File: src/rtl/counter_cmd_sched.sv
// Round-robin scheduler that time-shares one external up/down counter between NREQ requesters.
// Each granted command loads a start value, steps the counter len times, then reports the result.
module counter_cmd_sched #(
    parameter  int SIZE = 2,
    parameter  int NREQ = 2,
    parameter  int LENW = 4,
    localparam int CMDW = 1 + SIZE + LENW,
    localparam int IDW  = (NREQ > 1) ? $clog2(NREQ) : 1
) (
    input  logic                 clk,
    input  logic                 reset,
    input  logic [NREQ-1:0]      req_valid,
    output logic [NREQ-1:0]      req_ready,
    input  logic [NREQ*CMDW-1:0] req_cmd,
    output logic                 cnt_load,
    output logic [SIZE-1:0]      cnt_data,
    output logic                 cnt_up_dwn,
    input  logic [SIZE-1:0]      cnt_out,
    output logic                 done,
    output logic [IDW-1:0]       done_id,
    output logic [SIZE-1:0]      done_value,
    output logic [1:0]           state_dbg
);

    // Handshake: a requester's command is taken on the rising edge where req_valid[i] and
    // req_ready[i] are both high; req_valid must be held until that edge.

    typedef enum logic [1:0] {
        IDLE = 2'd0,
        LOAD = 2'd1,
        RUN  = 2'd2,
        DONE = 2'd3
    } state_t;

    localparam logic [IDW:0]   NREQ_W  = (IDW + 1)'(NREQ);
    localparam logic [IDW-1:0] LAST_ID = IDW'(NREQ - 1);

    state_t            state, state_nxt;
    logic [IDW-1:0]    rr_ptr;
    logic [IDW-1:0]    grant_id;
    logic              cmd_dir;
    logic [SIZE-1:0]   cmd_start;
    logic [LENW-1:0]   cmd_len;
    logic [LENW-1:0]   remaining;

    logic              any_valid;
    logic [IDW-1:0]    grant;
    logic [IDW:0]      scan_sum;
    logic [IDW-1:0]    scan_idx;
    logic [CMDW-1:0]   sel_cmd;

    // First valid requester at or after rr_ptr, wrapping at NREQ.
    always_comb begin
        any_valid = 1'b0;
        grant     = '0;
        scan_sum  = '0;
        scan_idx  = '0;
        for (int k = 0; k < NREQ; k++) begin
            scan_sum = {1'b0, rr_ptr} + (IDW + 1)'(k);
            if (scan_sum >= NREQ_W) begin
                scan_sum = scan_sum - NREQ_W;
            end
            scan_idx = scan_sum[IDW-1:0];
            if (!any_valid && req_valid[scan_idx]) begin
                any_valid = 1'b1;
                grant     = scan_idx;
            end
        end
    end

    always_comb begin
        sel_cmd = '0;
        for (int i = 0; i < NREQ; i++) begin
            if (grant == IDW'(i)) begin
                sel_cmd = req_cmd[i*CMDW +: CMDW];
            end
        end
    end

    always_comb begin
        state_nxt = state;
        case (state)
            IDLE: if (any_valid) state_nxt = LOAD;
            LOAD: state_nxt = (cmd_len == '0) ? DONE : RUN;
            RUN:  if (remaining == LENW'(1)) state_nxt = DONE;
            DONE: state_nxt = IDLE;
            default: state_nxt = IDLE;
        endcase
    end

    always_ff @(posedge clk) begin
        if (reset) begin
            state     <= IDLE;
            rr_ptr    <= '0;
            remaining <= '0;
            grant_id  <= '0;
            cmd_dir   <= 1'b0;
            cmd_start <= '0;
            cmd_len   <= '0;
        end else begin
            state <= state_nxt;
            case (state)
                IDLE: begin
                    if (any_valid) begin
                        grant_id  <= grant;
                        cmd_dir   <= sel_cmd[CMDW-1];
                        cmd_start <= sel_cmd[LENW +: SIZE];
                        cmd_len   <= sel_cmd[LENW-1:0];
                        rr_ptr    <= (grant == LAST_ID) ? '0 : grant + IDW'(1);
                    end
                end
                LOAD: remaining <= cmd_len;
                RUN:  remaining <= remaining - LENW'(1);
                default: ;
            endcase
        end
    end

    // Outside RUN the counter is reloaded with its own value so it holds.
    always_comb begin
        req_ready  = '0;
        for (int i = 0; i < NREQ; i++) begin
            req_ready[i] = !reset && (state == IDLE) && any_valid && (grant == IDW'(i));
        end
        cnt_load   = reset || (state != RUN);
        cnt_data   = (state == LOAD) ? cmd_start : cnt_out;
        cnt_up_dwn = cmd_dir;
        done       = !reset && (state == DONE);
        done_id    = done ? grant_id : '0;
        done_value = done ? cnt_out : '0;
        state_dbg  = state;
    end

endmodule

File: config.mk
export PLATFORM = sky130hd
export DESIGN_NAME = counter_cmd_sched
export DESIGN_NICKNAME = d
export VERILOG_FILES = /design/src/rtl/counter_cmd_sched.sv
export SDC_FILE = /design/constraint.sdc
export NUM_CORES = 1
export LEC_CHECK = 0
export ABC_AREA = 1
export CAP_MARGIN = 0
export CORE_MARGIN = 2
export CORE_UTILIZATION = 40
export CTS_CLUSTER_SIZE = 24
export DETAILED_ROUTE_END_ITERATION = 6
export HOLD_SLACK_MARGIN = 0.03
export PLACE_DENSITY = 0.72
export SETUP_SLACK_MARGIN = 0.3
export SKIP_LAST_GASP = 1
export SLEW_MARGIN = 10
export SYNTH_ARGS = -nofsm -noshare
export SYNTH_HDL_FRONTEND = slang
export SYNTH_SLANG_ARGS = --single-unit
File: constraint.sdc
create_clock -name clk -period 1.5 [get_ports clk]
set_input_delay 0.3 -clock clk [delete_from_list [all_inputs] [get_ports clk]]
set_output_delay 0.3 -clock clk [all_outputs]
set_load 0.02 [all_outputs]
Yosys cells after proc, flatten, opt, wreduce, memory -nomap -nowiden
Cells that the tools add are included.
Widths: inputs -> output; s select.

operators by class
  $add $sub $neg = 5
  magnitude comparators = 4
  equal/unequal tests = 7
  muxes and demuxes = 20
  bitwise gates (word level) = 1
  reductions and logical operators = 14

operators by type and width
  cell                 number
  $mux 1               13
  $mux 2               4
  $pmux 2 s4           1
  $pmux 4 s2           1
  $mux 7               1
  $logic_and 1x1->1    6
  $ne 2x2->1 const B   3
  $eq 2x2->1 const B   2
  $eq 4x1->1 const B   1
  $logic_not 4->1      1
  $lt 1x2->1 const B   2
  $reduce_and 2->1     2
  $sub 4x1->4 const B  1
  $add 1x1->2 const B  1
  $eq 2x1->1 const B   1
  $ge 1x2->1 const B   1
  $ge 2x2->1 const B   1
  $logic_not 1->1      2
  $logic_not 2->1      1
  $reduce_bool 2->1    1
  $sub 1x1->1 const B  2
  $add 1x1->1 const B  1
  $logic_or 1x1->1     1
  $not 1->1            1

word-level totals
  flip-flop bits (word level) = 15
  input bits = 20
  output and inout port bits = 12
  logic and storage cells = 58

Logic depth before layout (Yosys ltp)
  depth after elaboration = 10
  gate-level depth with buffers = 8
  depth with buffers taken out = 8

Least setup slack after synthesis
No wires, ideal clock.

  kind = register -> output
  start point = register state[1] (netlist: state_dbg[1])
  end point = output port cnt_data[0]
  arrival time = 1.318 ns
  data required time = 1.200 ns
  path slack = -0.118 ns
  stages on the path, launching flop included = 4
  path buffers = 0
  cells stage by stage = dfxtp_1 > inv_1 > ha_1 > o21ai_0

between the ends
  word-level cells in the longest chain between the ends = 2

RTL lines
  what                    RTL line  RTL
  from (decl)             38        state_t state, state_nxt;
  from (signal assigned)  101       state <= state_nxt;
  $eq 2x1->1              126       cnt_data = (state == LOAD) ? cmd_start : cnt_out;
  $mux 2                  126
  to (decl)               16        output logic [SIZE-1:0] cnt_data,

No other way between the ends.

Final worst setup path
  start point = register state[0] (netlist: state_dbg[0])
  end point = output port req_ready[0]

between the ends
  word-level cells in the longest chain between the ends = 4

RTL lines
  what                             RTL line  RTL
  $logic_not 2->1                  123       req_ready[i] = !reset && (state == IDLE) && any_valid && (grant == IDW'(i));
  $logic_and 1x1->1 (3 in series)  123
  to (decl)                        13        output logic [NREQ-1:0] req_ready,

No other way between the ends.

==> out/summary.txt <==
==================================================================================
Worst path required time                                                   1200 ps
Total of max-cap violations                                                      0
Final standard cell count with taps included and fillers excluded              214
Area grow syn2layout                                                         90.3%
Final Max Tran Viols                                                             0
Average routed wire per standard cell                                      14.1 µm
Die Y-Extent                                                               51.9 µm
Critical Path Source Type                                                     flop
Mean instance size in the synthesized netlist                             7.23 µm²
M2 GR Usage                                                                  40.5%
Highest-utilization routing layer at the global route stage                   met2
Startpoint of the worst-slack reg-to-reg timing path                  state_dbg[0]
Overall power of the completed layout                                    0.00311 W
FF-to-FF path depth                                                             10
Clock slew at reported path FFs                                             110 ps
Port Buffer Count                                                               31
Final WS setup                                                             -120 ps
Initial Utilization                                                          41.9%
Tightest Hold Check Type                                                reg -> reg
Share of final-layout standard cells stronger than drive strength 1          46.2%
Post-detail-place hpwl                                                     1950 µm
Die X-Extent                                                               51.9 µm
Clock tree from TritonCTS                                                     done
Buffer levels on the longest clock path                                          2
Outcome                                                               finished, violations left
Pin slew with the least headroom to its limit                               235 ps
Num Clock Sinks                                                                 15
Syn_nets                                                                       153
Maximum number of pins on one net before global-route repair                    12
First-pass iteration count of the detailed router                                4
DR DRC count                                                                     0
Reg-to-reg critical path endpoint                                     remaining[0]
Capturing element type of the critical path                           primary output
NumNets Final                                                                  213
Worst skew pair latency                                                     300 ps
Antenna violations before repair                                                 0
Synthesis warning total                                                          0
Number of hold-slack violations in the final timing report                       0
Static leakage power                                                      0.767 nW
Number of buffers added by the clock tree synthesis step                         3
Number of levels in the clock H-tree                                             1
Routed wire length                                                         3010 µm
Ports                                                                           32
Master cell of the clock root buffer                                  sky130_fd_sc_hd__clkbuf_4
DR vias                                                                       1082
PwrDens                                                                1780 nW/µm²
Via count normalized by instance count                                        5.06
Worst slack on hold paths                                                   489 ps
Maximum clock frequency                                                    617 MHz
Die Area                                                                  2700 µm²
Met3 global-route usage                                                      4.02%
Cells after Synth                                                              127
GRT met1 Usage                                                               25.9%
Violations in the final reports                                       setup timing
Total GRT Usage                                                              22.7%
Clk_skew                                                                   12.2 ps
Drt initial violations                                                          19
Fin crit period                                                            1620 ps
Diodes inserted                                                                  0
Final critical-path share of the clock period                                 108%
Largest fanout of any net on the critical path                                   4
Area of the core region                                                   2190 µm²
Critical path arrival                                                      1320 ps
Worst VDD drop                                                             1.19 mV
Std cell rows                                                                   17
Placed cells                                                                   204
Mapped cell area                                                           918 µm²
Capture point of the worst path                                       req_ready[0]
Number of global-route vias before repair                                     1023
Fill cells                                                                     148
R2R setup slack                                                             -30 ps
Remaining antenna violation count after routing                                  0
Remaining max-slew budget at the tightest pin                                84.3%
Final setup viols                                                               10
Gr ovfl total                                                                    0
#FFs+latches synth                                                              15
WS Path Type                                                            reg -> out
Startpoint of the most critical setup path                            state_dbg[0]
RSZ-0062 raised after global routing                                           yes
Global-route wire length before repair                                     4490 µm
Share of the yosys chip area belonging to registers                          32.7%
Routability congestion estimate                                              0.836
Post-synth cell types                                                           22
==================================================================================
==> Yosys cell counts, drive strengths merged <==
cell type   n  share of area (%)
o211ai      2                1.6
o31ai       1               0.82
nor2       12                 10
a21oi       6                3.3
inv        18                7.4
o21ai       7                4.2
dfxtp      15                 33
a31oi       5                3.4
clkbuf      1               0.41
nand2      35                 16
a211oi      1               0.82
ha          6                8.2
nand3      17                 10
buf         1               0.54
==> sequential cells by signal, summed over array words and instances, names as in the netlist <==
register / count
cmd_start: 2
remaining: 4
cnt_up_dwn: 1
state_dbg: 2
cmd_len: 4
grant_id: 1
rr_ptr: 1
==> placed cells by master (no fill, tap or decap), types with 3 or more instances in the layout <==
master	Yosys	final
sky130_fd_sc_hd__a21oi_1	6	5
sky130_fd_sc_hd__a31oi_1	5	5
sky130_fd_sc_hd__buf_4	0	16
sky130_fd_sc_hd__buf_6	0	20
sky130_fd_sc_hd__clkbuf_4	0	3
sky130_fd_sc_hd__clkdlybuf4s50_1	0	16
sky130_fd_sc_hd__dfxtp_1	15	13
sky130_fd_sc_hd__dlygate4sd2_1	0	3
sky130_fd_sc_hd__ha_4	0	4
sky130_fd_sc_hd__inv_1	15	11
sky130_fd_sc_hd__inv_6	0	3
sky130_fd_sc_hd__nand2_1	32	23
sky130_fd_sc_hd__nand2_2	1	6
sky130_fd_sc_hd__nand2_4	2	4
sky130_fd_sc_hd__nand3_1	15	11
sky130_fd_sc_hd__nand3_2	2	6
sky130_fd_sc_hd__nor2_1	8	4
sky130_fd_sc_hd__nor2_4	2	6
==> what timing repair did <==
item,CTS,global route
hold endpoints to repair,0,0
hold buffers,0,0
buffers inserted,1,5
resized for setup,93,30
endpoints found under the setup margin,27,26
pin swaps,19,14
==> worst max-delay path: stages (launching register included) <==
cell	delay, ps
sky130_fd_sc_hd__dfxtp_4	390
sky130_fd_sc_hd__inv_4	70
sky130_fd_sc_hd__ha_4	160
sky130_fd_sc_hd__inv_6	60
sky130_fd_sc_hd__nor2_8	100
sky130_fd_sc_hd__nand2_4	60
sky130_fd_sc_hd__nor2_4	90
sky130_fd_sc_hd__buf_6	120
==> layout make-up <==
cell class / instances / area [µm²] / share of cell area, %
Sequential cell: 15 / 308 / 17.6
Multi-Input combinational cell: 92 / 733 / 41.9
Tap cell: 28 / 35.0 / 2.00
Timing Repair Buffer: 57 / 557 / 31.9
Clock buffer: 3 / 22.5 / 1.29
Inverter: 18 / 87.6 / 5.01
Clock inverter: 1 / 5.00 / 0.286
==> logic make-up after synthesis <==
family | share of synthesized area (%)
AOI/OAI and AO/OA | 14.2
adders and majority gates | 8.17
buffers and inverters | 8.31
DFF | 32.7
and+or+nand+nor | 36.6
==> routing by layer <==
| metal | share of wire [%] | vias up | routed length [µm] |
|---|---|---|---|
| met3 | 4.1 | 6 | 124 |
| met4 | 1.5 | 0 | 46 |
| li1 | - | 534 | - |
| met5 | 0 | - | 0 |
| met2 | 54 | 37 | 1640 |
| met1 | 40 | 505 | 1200 |
==> stage by stage <==
step | worst slack [ps] | cell area (µm²) | utilization, % | setup TNS [ps]
floorplan | 197 | 978 | - | 0
global placement | -639 | 1470 | 66.9 | -4590
detailed placement | -669 | 1470 | 66.9 | -5160
CTS | -126 | 1590 | 72.7 | -593
global route | -172 | 1750 | 79.8 | -1250
finish | -120 | 1750 | 79.8 | -636
==> report_power, final <==
part	switching (W)	leakage [nW]	total [W]	internal, W
clock network	0.000154	0.0177	0.000253	0.0000993
registers	0.000134	0.125	0.000672	0.000538
logic	0.00110	0.625	0.00218	0.00108
total	0.00139	0.767	0.00311	0.00172
==> how the worst min path moves through the flow <==
stage	from	end	slack (ps)	depth (start not counted)
after CTS	cnt_up_dwn	cnt_up_dwn	490	2
after global routing	remaining[3]	remaining[3]	520	2
after detailed placement	cnt_up_dwn	cnt_up_dwn	480	2
after global placement	rr_ptr	rr_ptr	460	2
after floorplan	reset	grant_id	400	1
final	cnt_up_dwn	cnt_up_dwn	490	2
Power figures use the tool's default switching activity.
==> edit 1, RTL diff (same settings) <==
The parameter `NREQ` goes from 2 to 4.
--- a/src/rtl/counter_cmd_sched.sv
+++ b/src/rtl/counter_cmd_sched.sv
@@ -2,7 +2,7 @@
 // Each granted command loads a start value, steps the counter len times, then reports the result.
 module counter_cmd_sched #(
     parameter  int SIZE = 2,
-    parameter  int NREQ = 2,
+    parameter  int NREQ = 4,
     parameter  int LENW = 4,
     localparam int CMDW = 1 + SIZE + LENW,
     localparam int IDW  = (NREQ > 1) ? $clog2(NREQ) : 1
Interface: changed (resized done_id, req_cmd, req_ready and req_valid); port bits go from 32 to 51. No check against the original RTL was run, so the function may have changed too.
==> edit 1 against the unedited design <==
The run still ends with setup timing left. Final area is 72% higher. Sequential cell count grew 2. Highest routed layer unchanged. Largest cell class unchanged. Critical path type is now flop to flop. Clock skew fell by 11 ps. Setup slack got worse by 710 ps. Routed wire length increased by 72%. Register-to-register slack worse by 800 ps. Sequential share of layout area is 5.8 points lower. Synthesized area grew 64%. Worst hold slack got worse by 27 ps.
Power is left out: the tool's default activity adds up to more than one toggle a clock period on the data nets, which glitch-free logic cannot reach.
==> edit 1: results (changes against the unedited design) <==
metric,value,unit,change
M2 GR Usage,0.510,,was 0.405
Tot GR Track Use,0.258,,was 0.227
GPL Wtd Cong,0.908,,was 0.836
root buf cell,clkbuf_8,,was clkbuf_4
CP Max Fanout,7,,was 4
GR Util met1,0.280,,was 0.259
grt met3 use,0.0257,,was 0.0402
cts bufs inserted,3,,unchanged
worst slew pin tran,275,ps,was 235 ps
Setup WS post-layout,-828,ps,was -120 ps
Post-synth top flop,dfxtp_1,,unchanged
first-pass GRT wire length,8640,um,was 4490 um
crit path DAT,2520,ps,was 1320 ps
hold_buf cts,0,,unchanged
Post-layout nets,384,,was 213
post-synth cell types,27,,was 22
vias per cell,4.93,,was 5.06
H-tree depth,1,,unchanged
register area share after synthesis,0.225,,was 0.327
Crit path max-delay family,simple AND/OR/NAND/NOR gates,,was flip-flops
share of layout cells above drive strength 1,0.475,,was 0.462
largest net degree at the start of global routing,15,,was 12
skew final,1.62,ps,was 12.2 ps
setup violators final,20,,was 10
status,"finished, violations left",,unchanged
clock buffer depth,2,,unchanged
Port Buffers,50,,was 31
synth top area cells,"dfxtp_1 23%, nand2_1 20%, ha_1 8.3%",,"was dfxtp_1 33%, nand2_1 13%, ha_1 8.2%"
HPWL after detailed placement,3070,um,was 1950 um
DR iter-0 viols,77,,was 19
clk slew on worst S/H paths,70,ps,was 110 ps
failing checks,setup timing,,unchanged
DRT Wirelength,5190,um,was 3010 um
Post-synth top cells,"79 x nand2_1, 30 x inv_1, 22 x nor2_1",,"was 32 x nand2_1, 15 x dfxtp_1, 15 x inv_1, 15 x nand3_1, 8 x nor2_1"
post-synthesis net count,292,,was 153
Clock Latency Late Sink,250,ps,was 300 ps
Top Registers,"cmd_len (4), remaining (4)",,unchanged
[edit 1: cell families after synthesis]
group,count (synthesis),synth area share
flops,17,0.225
buf+inv,40,0.116
compound gates,39,0.142
fa+ha+maj,10,0.0829
simple gates,140,0.434
[edit 1: layout make-up]
| cell class | instances | area, um^2 |
|---|---|---|
| fillers | 223 | 631 |
| inverters | 33 | 146 |
| multi-input cells | 189 | 1380 |
| repair buffers | 94 | 1010 |
| clock inverters | 1 | 5.00 |
| flip-flops and latches | 17 | 355 |
| clock buffers | 3 | 41.3 |
| well taps | 48 | 60.1 |
[edit 1: through the flow]
| stage | utilization | setup slack (ps) | cell area, um^2 | TNS, ps | cells |
|---|---|---|---|---|---|
| floorplan | - | -556 | 1690 | -5850 | 246 |
| global placement | 0.651 | -1270 | 2370 | -19100 | 363 |
| detailed placement | 0.651 | -1290 | 2370 | -19500 | 363 |
| CTS | 0.798 | -727 | 2900 | -9470 | 381 |
| global route | 0.826 | -1010 | 3000 | -12710 | 385 |
| finish | 0.826 | -828 | 3000 | -10060 | 385 |
[edit 1: layer usage]
layer	routed length, um	up-vias	part of all wire
li1	-	968	-
met1	2050	853	0.40
met2	2760	65	0.53
met3	266	11	0.051
met4	112	0	0.022
met5	0	-	0
[edit 1: final timing paths]
| check | slack (ps) | from | cells after the start | to |
|---|---|---|---|---|
| setup / recovery | -830 | rr_ptr[1] | 19 | cmd_len[3] |
| hold / removal | 460 | remaining[3] | 2 | remaining[3] |
| setup reg to reg | -830 | rr_ptr[1] | 19 | cmd_len[3] |
| hold reg to reg | 460 | remaining[3] | 2 | remaining[3] |
[edit 1: what timing repair did]
action | 4_1_cts | 5_1_grt
endpoints found under the setup margin | 32 | 31
gates cloned | 3 | 0
pin swaps | 39 | 17
setup buffers | 11 | 4
gates resized for setup | 164 | 24
==> edit 2, RTL diff (same flow settings) <==
Without the edit above. Put a register stage on the output `cnt_up_dwn`, cleared by the reset. The value now appears one clock later. The other outputs are not delayed to match.
--- a/src/rtl/counter_cmd_sched.sv
+++ b/src/rtl/counter_cmd_sched.sv
@@ -34,6 +34,8 @@
 
     localparam logic [IDW:0]   NREQ_W  = (IDW + 1)'(NREQ);
     localparam logic [IDW-1:0] LAST_ID = IDW'(NREQ - 1);
+
+    logic cnt_up_dwn_d;
 
     state_t            state, state_nxt;
     logic [IDW-1:0]    rr_ptr;
@@ -124,12 +126,20 @@
         end
         cnt_load   = reset || (state != RUN);
         cnt_data   = (state == LOAD) ? cmd_start : cnt_out;
-        cnt_up_dwn = cmd_dir;
+        cnt_up_dwn_d = cmd_dir;
         done       = !reset && (state == DONE);
         done_id    = done ? grant_id : '0;
         done_value = done ? cnt_out : '0;
         state_dbg  = state;
     end
 
+    always_ff @(posedge clk) begin
+        if (reset) begin
+            cnt_up_dwn <= '0;
+        end else begin
+            cnt_up_dwn <= cnt_up_dwn_d;
+        end
+    end
+
 endmodule
 
Formal check against the unedited RTL: not equivalent (Yosys sat finds a counterexample within 4 cycles, from zero or initial values and one cycle with reset high).
==> edit 2 against the unedited design <==
The run still ends with setup timing left. Final area decreased by 1.9%. Routed wire length decreased by 9.2%. Maximum frequency increased by 0.74%. Sequential cell count increased by 1. Critical path type unchanged. Power decreased by 3.3%. Clock power increased by 14%. Synthesized area increased by 1.4%. First-iteration DRC count decreased by 16%. Setup slack improved by 12 ps.
==> edit 2: results (changes against the unedited design) <==
metric,value,unit,change
Internal Power,1.73,mW,was 1.72 mW
clock buffer depth,2,,unchanged
Post-synth top cells,"33 x nand2_1, 16 x dfxtp_1, 16 x inv_1",,"was 32 x nand2_1, 15 x dfxtp_1, 15 x inv_1, 15 x nand3_1, 8 x nor2_1"
H-tree depth,1,,unchanged
DR iter-0 viols,16,,was 19
placed insts,206,,was 204
M2 GR Usage,0.365,,was 0.405
worst slew pin tran,211,ps,was 235 ps
setup violators final,8,,was 10
WL met3,87,um,was 124 um
max layer used,met3,,was met4
Tot GR Track Use,0.202,,was 0.227
post-synthesis net count,156,,was 153
post-place instance area,0.00146,mm^2,was 0.00147 mm^2
share of layout cells above drive strength 1,0.471,,was 0.462
largest net degree at the start of global routing,13,,was 12
failing checks,setup timing,,unchanged
synth top area cells,"dfxtp_1 34%, nand2_1 13%, ha_1 8.1%",,"was dfxtp_1 33%, nand2_1 13%, ha_1 8.2%"
grt met3 use,0.0286,,was 0.0402
LEAKAGE,0.781,nW,was 0.767 nW
skew final,0.407,ps,was 12.2 ps
Clock Latency Late Sink,280,ps,was 300 ps
CP Max Fanout,4,,unchanged
Mean Syn Cell Area,7.16,um^2,was 7.23 um^2
cts bufs inserted,3,,unchanged
routed length on met1,1140,um,was 1200 um
Pwr Total,3.00,mW,was 3.11 mW
ys async rst share,0,,unchanged
register area share after synthesis,0.344,,was 0.327
Hold Path Class,flop to flop,,unchanged
P_clk,0.289,mW,was 0.253 mW
GR Util met1,0.251,,was 0.259
GPL Wtd Cong,0.843,,was 0.836
initial antenna violation count,0,,unchanged
number of global-route vias before repair,1014,,was 1023
first-pass iteration count of the detailed router,6,,was 4
Setup WS post-layout,-108,ps,was -120 ps
clk slew on worst S/H paths,100,ps,
Top Registers,"cmd_len (4), remaining (4)",,unchanged
setup TNS,-494,ps,was -636 ps
HPWL after detailed placement,1940,um,was 1950 um
WL per Instance,12.6,um,was 14.1 um
met2 WL,1510,um,was 1640 um
first-pass GRT wire length,4160,um,was 4490 um
final non-filler cell total,217,,was 214
Port Buffers,31,,unchanged
sequential logic power,0.697,mW,was 0.672 mW
status,"finished, violations left",,unchanged
vias after detailed routing,1071,,was 1082
VDD IR max,1120,uV,was 1190 uV
fill cell count,170,,was 148
## edit 2: changes by cell type in the layout (fill, tap and decap cells not counted), moves of 2 or more
cell,unedited run,this run
nor2_2,0,4
inv_1,11,13
nand2_2,6,12
nand2_8,2,0
nor2_4,6,3
buf_6,20,15
nand2_1,23,20
buf_4,16,20
## edit 2: layout make-up
type,count,area [um^2],share of cell area
Timing Repair Buffer,57,531,0.309
Multi-Input combinational cell,93,696,0.406
Inverter,19,88.8,0.0518
Tap cell,28,35.0,0.0204
Sequential cell,16,328,0.191
Clock buffer,4,36.3,0.0212
## edit 2: path summary, 6_finish.rpt
path / to / depth (start not counted) / startpoint / slack (ps)
setup / recovery: req_ready[0] / 7 / state_dbg[0] / -110
hold / removal: cnt_up_dwn / 2 / cmd_dir / 430
setup reg to reg: remaining[2] / 9 / state_dbg[0] / 40
hold reg to reg: cnt_up_dwn / 2 / cmd_dir / 430
## edit 2: logic make-up after synthesis
| logic type | after synthesis | share of synthesized area |
|---|---|---|
| and+or+nand+nor | 66 | 0.355 |
| DFF | 16 | 0.344 |
| buffers and inverters | 21 | 0.0874 |
| adders and majority gates | 6 | 0.0806 |
| AOI/OAI and AO/OA | 21 | 0.133 |
## edit 2: through the flow
stage | hold WS [ps] | worst slack, ps
after global routing | 439 | -167
after floorplan | 382 | 190
after global placement | 403 | -642
after CTS | 418 | -141
after detailed placement | 408 | -633
final | 427 | -108
## edit 2: critical path, stage by stage (launching register included)
cell and delay, ps:
dfxtp_4 380, inv_4 70, ha_4 140, inv_4 50, nor2_4 100, nand2_4 80
nor2_8 80, buf_6 120
## edit 2: what timing repair did
item / in CTS / in global routing
hold buffers: 0 / 0
buffers inserted: 5 / 2
gates resized for setup: 88 / 26
endpoints found under the hold margin: 0 / 0
pin swaps: 14 / 16
endpoints found under the setup margin: 26 / 27
